[config.mk]
export PLATFORM = sky130hd
export DESIGN_NAME = clz_pipe
export DESIGN_NICKNAME = d
export VERILOG_FILES = /design/src/rtl/clz_pipe_pkg.sv /design/src/rtl/clz_pipe_stage.sv /design/src/rtl/clz_pipe.sv
export SDC_FILE = /design/constraint.sdc
export NUM_CORES = 1
export LEC_CHECK = 0
export ABC_CLOCK_PERIOD_IN_PS = 1300
export BUFFER_PORTS_ARGS = -buffer_cell sky130_fd_sc_hd__clkbuf_2
export CAP_MARGIN = 5
export CORE_ASPECT_RATIO = 0.5
export CORE_MARGIN = 2
export CORE_UTILIZATION = 43
export CTS_CLUSTER_SIZE = 8
export DETAILED_ROUTE_END_ITERATION = 10
export PLACE_DENSITY = 0.84
export REMOVE_ABC_BUFFERS = 1
export SETUP_SLACK_MARGIN = 0.02
export SLEW_MARGIN = 0
export SYNTH_ARGS = -nofsm -noshare
export SYNTH_HDL_FRONTEND = slang
export SYNTH_SLANG_ARGS = --single-unit
[constraint.sdc]
create_clock -name clk -period 1.3 [get_ports clk]
set_input_delay 0.065 -clock clk [delete_from_list [all_inputs] [get_ports clk]]
set_output_delay 0.065 -clock clk [all_outputs]
set_load 0.1 [all_outputs]
[src/rtl/clz_pipe_pkg.sv]
// Shared sizing helpers for the pipelined leading-zero counter and the log2 datapath top.
package clz_pipe_pkg;

  function automatic int clz_log2(input int n);
    int r;
    r = 0;
    for (int i = 0; i < 31; i++) begin
      if ((1 << i) < n) r = i + 1;
    end
    return r;
  endfunction

  function automatic int ranks(input int nstg, input int reg_every);
    return (nstg + reg_every - 1) / reg_every;
  endfunction

  function automatic int res_w(input int width);
    return clz_log2(width) + 1;
  endfunction

  // Width of the running word entering stage j; halves per stage when narrowed.
  function automatic int bus_w(input int width, input int j, input bit narrow);
    return narrow ? (width >> j) : width;
  endfunction

  function automatic int bus_off(input int width, input int j, input bit narrow);
    int off;
    off = 0;
    for (int i = 0; i < j; i++) off += bus_w(width, i, narrow);
    return off;
  endfunction

endpackage

[src/rtl/clz_pipe_stage.sv]
// One combinational leading-zero halving step. With CLZ_PIPE_NORM_EN the word is
// shifted at full width; otherwise only the half still under test is kept.
module clz_pipe_stage #(
  parameter int WIDTH = 32,
  parameter int SHIFT = 16,
  parameter int CNT_W = 6
) (
  input  logic [WIDTH-1:0] i_word,
  input  logic [CNT_W-1:0] i_count,
`ifdef CLZ_PIPE_NORM_EN
  output logic [WIDTH-1:0] o_word,
`else
  output logic [SHIFT-1:0] o_word,
`endif
  output logic [CNT_W-1:0] o_count
);

  logic top_zero;

  always_comb begin
    top_zero = (i_word[WIDTH-1 -: SHIFT] == '0);
`ifdef CLZ_PIPE_NORM_EN
    o_word   = top_zero ? (i_word << SHIFT) : i_word;
`else
    o_word   = top_zero ? i_word[SHIFT-1:0] : i_word[WIDTH-1 -: SHIFT];
`endif
    o_count  = top_zero ? (i_count | CNT_W'(SHIFT)) : i_count;
  end

endmodule

[src/rtl/clz_pipe.sv]
// Pipelined count-leading-zeros with a global-advance valid/ready pipe.
// Define CLZ_PIPE_NORM_EN to also emit the MSB-aligned word on o_norm.
module clz_pipe
  import clz_pipe_pkg::*;
#(
  parameter int WIDTH     = 32,
  parameter int REG_EVERY = 2
) (
  input  logic                     clk,
  input  logic                     reset,
  input  logic                     i_valid,
  output logic                     i_ready,
  input  logic [WIDTH-1:0]         i_word,
  output logic                     o_valid,
  input  logic                     o_ready,
  output logic [res_w(WIDTH)-1:0]  o_result,
`ifdef CLZ_PIPE_NORM_EN
  output logic                     o_zero,
  output logic [WIDTH-1:0]         o_norm
`else
  output logic                     o_zero
`endif
);

  localparam int NSTG  = clz_log2(WIDTH);
  localparam int RES_W = res_w(WIDTH);
`ifdef CLZ_PIPE_NORM_EN
  localparam bit NARROW = 1'b0;
`else
  localparam bit NARROW = 1'b1;
`endif
  localparam int BUS_TOT = bus_off(WIDTH, NSTG + 1, NARROW);
  localparam int FIN_OFF = bus_off(WIDTH, NSTG, NARROW);
  localparam int FIN_W   = bus_w(WIDTH, NSTG, NARROW);

  // Boundary j of the chain occupies bus_word[bus_off(j) +: bus_w(j)].
  logic [BUS_TOT-1:0] bus_word;
  logic [RES_W-1:0]   bus_cnt [NSTG+1];
  logic               bus_vld [NSTG+1];
  logic               adv;
  logic               fin_zero;

  assign adv         = ~o_valid | o_ready;
  assign i_ready     = adv;
  assign bus_word[WIDTH-1:0] = i_word;
  assign bus_cnt[0]  = '0;
  assign bus_vld[0]  = i_valid;

  for (genvar k = 0; k < NSTG; k++) begin : g_stg
    localparam int IW = bus_w(WIDTH, k, NARROW);
    localparam int OW = bus_w(WIDTH, k + 1, NARROW);
    localparam int IO = bus_off(WIDTH, k, NARROW);
    localparam int OO = bus_off(WIDTH, k + 1, NARROW);

    logic [OW-1:0]    st_word;
    logic [RES_W-1:0] st_cnt;

    clz_pipe_stage #(
      .WIDTH (IW),
      .SHIFT (WIDTH >> (k + 1)),
      .CNT_W (RES_W)
    ) u_stage (
      .i_word  (bus_word[IO +: IW]),
      .i_count (bus_cnt[k]),
      .o_word  (st_word),
      .o_count (st_cnt)
    );

    if (((k + 1) % REG_EVERY == 0) || (k == NSTG - 1)) begin : g_rank
      // Rank boundary: every rank moves together on adv, bubbles included.
      logic [OW-1:0]    word_q, word_d;
      logic [RES_W-1:0] cnt_q, cnt_d;
      logic             vld_q, vld_d;

      always_comb begin
        word_d = word_q;
        cnt_d  = cnt_q;
        vld_d  = vld_q;
        if (adv) begin
          word_d = st_word;
          cnt_d  = st_cnt;
          vld_d  = bus_vld[k];
        end
      end

      always_ff @(posedge clk) begin
        word_q <= word_d;
        cnt_q  <= cnt_d;
        if (reset) vld_q <= 1'b0;
        else       vld_q <= vld_d;
      end

      assign bus_word[OO +: OW] = word_q;
      assign bus_cnt[k+1]       = cnt_q;
      assign bus_vld[k+1]       = vld_q;
    end else begin : g_comb
      assign bus_word[OO +: OW] = st_word;
      assign bus_cnt[k+1]       = st_cnt;
      assign bus_vld[k+1]       = bus_vld[k];
    end
  end

  // A zero MSB after the final stage only happens for an all-zero input.
  assign fin_zero = ~bus_word[FIN_OFF + FIN_W - 1];
  assign o_valid  = bus_vld[NSTG];
  assign o_zero   = o_valid & fin_zero;
  assign o_result = !o_valid ? '0 : (fin_zero ? RES_W'(WIDTH) : bus_cnt[NSTG]);
`ifdef CLZ_PIPE_NORM_EN
  assign o_norm   = o_valid ? bus_word[FIN_OFF +: WIDTH] : '0;
`endif

endmodule

==> metrics.txt, run 1 <==
status=complete, but fails checks; violated checks=setup timing; Fin Clk Skew=2.62 ps; count leader, synth=edfxtp_1; I/O Buffers=44; drt total wl=2470 µm; fraction of registers with async set/reset=0; Clock Sinks=25; Critical Path, Cell by Cell=nor4_2, buf_4, a21o_1, o21bai_1; PwrDens=910 nW/µm²; PnR worst setup slack=-28.4 ps; maximum clock frequency=roughly 750 MHz; Bufs on Longest Clock Path=2; number of synthesized flops with an enable pin=22; synth cell count leaders=edfxtp_1 (22), a21oi_1 (11), a31oi_1 (9); first-pass GRT wire length=about 3600 µm; Worst Path Required=approximately 1300 ps; fin util=0.682; synthesized cell area=1190 µm²; Site Rows=13; final setup fails=3; Final ANT Viol Nets=0; Starting DRT DRC Count=57; critical path endpoint category=flop; Final Cycle Share=1.02; Worst-Margin Slew=484 ps; Synth-to-Final Area Change=50.2%; flop and latch count out of synthesis=25; number of buffers created by CTS=3; Die X=roughly 78 µm; critical path type=reg2reg; Slew Limit Fails=0; Die ar.=3230 µm²; worst vdd ir=0.000432 V; routability cong.=0.806; area share of the largest cell type after synthesis=0.555; cell taking the most area after synthesis=edfxtp_1; slowest CP cell=edfxtp_1; Final Hold Fails=0; main flop type after synthesis=edfxtp_1; via/cell ratio=roughly 5.3; layout cells sized above 1=0.452; GRT Util Overall=0.152; CP Launch Type=flop; Yosys warnings=0; H-tree levels=1; CTS tree=built; Initial Util=0.454; worst rel slew slack=0.675; Worst-Skew Late Latency=260 ps; Yosys cell types=23; Post-DP HPWL=1890 µm; Core Area=2620 µm²; min Tclk post-route=1330 ps; num ports=45; Worst-path clk slew=80 ps; vias in the first global route=870; RSZ-0062 raised after global routing=yes; final net count=about 190; largest cells by area after synthesis=edfxtp_1 (56%), nor4b_1 (5.9%), dfxtp_1 (5.0%); 1st-pass router iterations=4; Die Y=41.2 µm; critical path arrival=1340 ps; Pleak=0.776 nW; Min Hold Slack=77.2 ps; CTS Root Cell=clkbuf_8; Setup WS pre-CTS=-2.65 ps; DRC viols=0; crit path max fanout=5; n_diodes=0; DR WL/cell=12.7 µm; initial antenna violation count=0; pin count of the biggest net entering global routing=18; GRT overflow=0; critical path's largest stage delay=~410 ps; Fillers=approximately 200; register area share after synthesis=0.606; Avg Inst Size Synth=about 13 µm²; Hold Path Class=in2reg; Post-Syn Instances=93; vias=roughly 1000; max_cap viols=0
-- worst max-delay path, delay by kind of cell, from the launching register on --
family	cells	cell delay (ps)
buf+inv	1	180
compound gates	2	190
simple gates	1	300
flops	1	410
-- routing by layer --
| layer | share of wire | vias up | global-route usage |
|---|---|---|---|
| met5 | 0 | - | 0 |
| li1 | - | 510 | - |
| met1 | 0.40 | 471 | 0.163 |
| met4 | 0 | 0 | 0.0526 |
| met3 | 0.073 | 0 | 0.0396 |
| met2 | 0.53 | 50 | 0.313 |
-- registers in the layout, summed over array words and instances (netlist names) --
signal               count
g_stg.g_rank.cnt_q      11
g_stg.g_rank.word_q     11
g_stg.g_rank.vld_q       2
o_valid                  1
-- placed cells by master (no fill, tap or decap), drive strengths merged, types with 3 or more instances in the layout --
master / netlist / routed
clkbuf: 0 / 39
a21oi: 11 / 11
buf: 1 / 25
o21ai: 8 / 8
inv: 3 / 3
edfxtp: 22 / 22
nor4: 7 / 7
dfxtp: 3 / 3
a31oi: 9 / 9
and3: 5 / 5
nor4b: 8 / 8
-- cell families after synthesis --
group,Yosys count,share of synthesized area
AOI/OAI and AO/OA,33,0.159
and+or+nand+nor,29,0.203
DFF,25,0.606
buffers and inverters,4,0.0158
muxes,2,0.0168
-- metrics by stage --
stage / total power [W] / cell area, µm² / cells / TNS [ps]
after floorplan: 0.00106 / 1180 / 92 / -49710
after global placement: 0.00119 / 1690 / 186 / 0
after detailed placement: 0.00120 / 1690 / 186 / -2.65
after CTS: 0.00163 / 1770 / 193 / -49.0
after global routing: 0.00170 / 1790 / 194 / -191
final: 0.00163 / 1790 / 194 / -32.7
-- power breakdown --
group | total, W | switching, W | internal, W | leakage, nW
logic | 0.000245 | 0.000128 | 0.000117 | 0.485
registers | 0.000947 | 0.0000222 | 0.000924 | 0.268
clock network | 0.000435 | 0.000217 | 0.000218 | 0.0228
-- final timing paths --
| path | from | end | slack [ps] | cells after the start |
|---|---|---|---|---|
| min | i_valid | g_stg[1].g_rank.vld_q$_SDFFE_PP0P_ | 80 | 3 |
| min reg2reg | g_stg[1].g_rank.cnt_q[3]$_SDFFCE_PN1P_ | g_stg[3].g_rank.cnt_q[3]$_DFFE_PP_ | 420 | 0 |
| max | g_stg[1].g_rank.word_q[5]$_DFFE_PP_ | g_stg[3].g_rank.word_q[1]$_DFFE_PP_ | -30 | 4 |
| max reg2reg | g_stg[1].g_rank.word_q[5]$_DFFE_PP_ | g_stg[3].g_rank.word_q[1]$_DFFE_PP_ | -30 | 4 |
-- final cells by class --
cell class,count,area (µm²),share of cell area
flip-flops and latches,25,722,0.404
inverters,3,11.3,0.00630
repair buffers,61,502,0.281
well taps,37,46.3,0.0259
multi-input cells,64,460,0.258
clock buffers,4,45.0,0.0252
-- timing repair --
action,4_1_cts,5_1_grt
endpoints found under the setup margin,6,10
hold endpoints to repair,3,0
setup buffers,2,1
hold buffers,1,0
gates resized for setup,2,3
pin swaps,0,5
Power figures use the tool's default switching activity.
==> run 2: changes to the inputs <==
--- a/config.mk
+++ b/config.mk
@@ -5,7 +5,7 @@
 export SDC_FILE = /design/constraint.sdc
 export NUM_CORES = 1
 export LEC_CHECK = 0
-export ABC_CLOCK_PERIOD_IN_PS = 1300
+export ABC_CLOCK_PERIOD_IN_PS = 1200
 export BUFFER_PORTS_ARGS = -buffer_cell sky130_fd_sc_hd__clkbuf_2
 export CAP_MARGIN = 5
 export CORE_ASPECT_RATIO = 0.5
==> constraint.sdc (replaced) <==
create_clock -name clk -period 1.2 [get_ports clk]
set_input_delay 0.06 -clock clk [delete_from_list [all_inputs] [get_ports clk]]
set_output_delay 0.06 -clock clk [all_outputs]
set_load 0.1 [all_outputs]
==> metrics.txt, run 2 (synthesis gave the netlist of run 1 again) <==
critical path arrival=1310 ps (was 1340 ps); Fin Clk Skew=1.47 ps (was 2.62 ps); Pleak=0.790 nW (was 0.776 nW); Fillers=175 (was 203); commonest non-fill, non-tap cell in the layout=clkbuf_2 (unchanged); n_diodes=0 (unchanged); Worst Path Required=1220 ps (was 1310 ps); number of buffers created by CTS=3 (unchanged); CP Launch Type=flop (unchanged); GRT Util Overall=0.168 (was 0.152); final setup fails=5 (was 3); Starting DRT DRC Count=66 (was 57); Die X=78.4 µm (unchanged); maximum clock frequency=778 MHz (was 753 MHz); first-pass GRT wire length=3940 µm (was 3620 µm); GRT overflow=0 (unchanged); Bufs on Longest Clock Path=2 (unchanged); Site Rows=13 (unchanged); worst rel slew slack=0.786 (was 0.675); pin count of the biggest net entering global routing=14 (was 18); min Tclk post-route=1290 ps (was 1330 ps); PnR worst setup slack=-85.2 ps (was -28.4 ps); Slew Limit Fails=0 (unchanged); I/O Buffers=44 (unchanged); critical path endpoint category=flop (unchanged); layout cells sized above 1=0.478 (was 0.452); Clock Sinks=25 (unchanged); drt total wl=2580 µm (was 2470 µm); 1st-pass router iterations=4 (unchanged); Synth-to-Final Area Change=54.4% (was 50.2%); post-route insts no fill=194 (unchanged); final net count=194 (unchanged); Die Y=41.2 µm (unchanged); RSZ-0062 raised after global routing=yes (unchanged); status=complete, but fails checks (unchanged); DR WL/cell=13.3 µm (was 12.7 µm); Worst-Margin Slew=317 ps (was 484 ps); Worst-Skew Late Latency=260 ps (about the same); H-tree levels=1 (unchanged); routability cong.=0.845 (was 0.806); max_cap viols=0 (unchanged); worst vdd ir=0.000461 V (was 0.000432 V); Setup WS pre-CTS=-110 ps (was -2.65 ps); Worst-path clk slew=80 ps (about the same); Initial Util=0.454 (unchanged); initial antenna violation count=0 (unchanged); power consumption=0.00178 W (was 0.00163 W); Post-DP Area=1690 µm² (about the same); Post-Place Cells=185 (was 186); Final ANT Viol Nets=0 (unchanged); PwrDens=969 nW/µm² (was 910 nW/µm²); Hold Path Class=in2reg (unchanged); DRC viols=0 (unchanged); Final Cell Area=1840 µm² (was 1790 µm²); most frequent cells in the layout=clkbuf_2 (35), edfxtp_1 (22), buf_4 (13) (was clkbuf_2 (35), edfxtp_1 (22), buf_4 (14)); num ports=45 (unchanged); via/cell ratio=5.34 (was 5.31); critical path type=reg2reg (unchanged); Core Area=2620 µm² (unchanged); vias in the first global route=926 (was 870); violated checks=setup timing (unchanged); Final Cycle Share=1.07 (was 1.02); crit path max fanout=5 (unchanged); vias=1035 (was 1031); biggest regs=g_stg.g_rank.cnt_q x11, g_stg.g_rank.word_q x11, g_stg.g_rank.vld_q x2 (unchanged); Post-DP HPWL=1950 µm (was 1890 µm); Final Hold Fails=0 (unchanged); Die ar.=3230 µm² (unchanged); CTS Root Cell=clkbuf_8 (unchanged); CTS tree=built (unchanged)
## run 2: changes by cell type in the layout (fill, tap and decap cells not counted), sizes merged
cell,delta
buf,-1
bufbuf,+1
## run 2: path summary, 6_finish.rpt
| path | endpoint | cells past startpoint | from | slack [ps] |
|---|---|---|---|---|
| worst min register to register | g_stg[3].g_rank.cnt_q[3]$_DFFE_PP_ | 0 | g_stg[1].g_rank.cnt_q[3]$_SDFFCE_PN1P_ | 420 |
| worst max register to register | g_stg[3].g_rank.word_q[0]$_DFFE_PP_ | 4 | g_stg[1].g_rank.word_q[6]$_DFFE_PP_ | -90 |
| worst min-delay path | g_stg[1].g_rank.vld_q$_SDFFE_PP0P_ | 3 | i_valid | 70 |
| worst max-delay path | g_stg[3].g_rank.word_q[0]$_DFFE_PP_ | 4 | g_stg[1].g_rank.word_q[6]$_DFFE_PP_ | -90 |
## run 2: per-layer routing
metal | track usage | vias to the layer above | share of wire
li1 | - | 511 | -
met1 | 0.178 | 458 | 0.38
met2 | 0.338 | 59 | 0.52
met3 | 0.0374 | 7 | 0.077
met4 | 0.0921 | 0 | 0.020
met5 | 0 | - | 0
## run 2: what timing repair did
action	in CTS	in global routing
endpoints found under the setup margin	7	10
gates cloned	1	0
endpoints found under the hold margin	3	0
hold buffers	1	0
pin swaps	5	2
gates resized for setup	2	7
buffers inserted	2	1
## run 2: power by group
part | internal, W | switching (W)
Sequential | 0.00100 | 0.0000265
Combinational | 0.000134 | 0.000139
Clock | 0.000237 | 0.000242
Total | 0.00137 | 0.000408
## run 2: through the flow
| stage | utilization | setup TNS [ps] | hold slack [ps] |
|---|---|---|---|
| 6_report | 0.701 | -286 | 72.7 |
| 5_1_grt | 0.701 | -788 | 78.6 |
| 4_1_cts | 0.687 | -266 | 89.6 |
| 3_5_place_dp | 0.644 | -252 | 262 |
| 3_3_place_gp | 0.644 | -102 | 250 |
| 2_1_floorplan | - | -53270 | 129 |
## run 2: area by class of cell
type | instances | area (µm²) | area share
Multi-Input combinational cell | 64 | 483 | 0.263
Timing Repair Buffer | 61 | 527 | 0.287
Tap cell | 37 | 46.3 | 0.0252
Sequential cell | 25 | 724 | 0.394
Inverter | 3 | 11.3 | 0.00613
Clock buffer | 4 | 45.0 | 0.0245
## run 2: critical path, cell delays in order, from the launching register on
cell	delay, ps
edfxtp_1	410
nor4_2	270
buf_4	170
a21o_1	130
o21bai_1	70
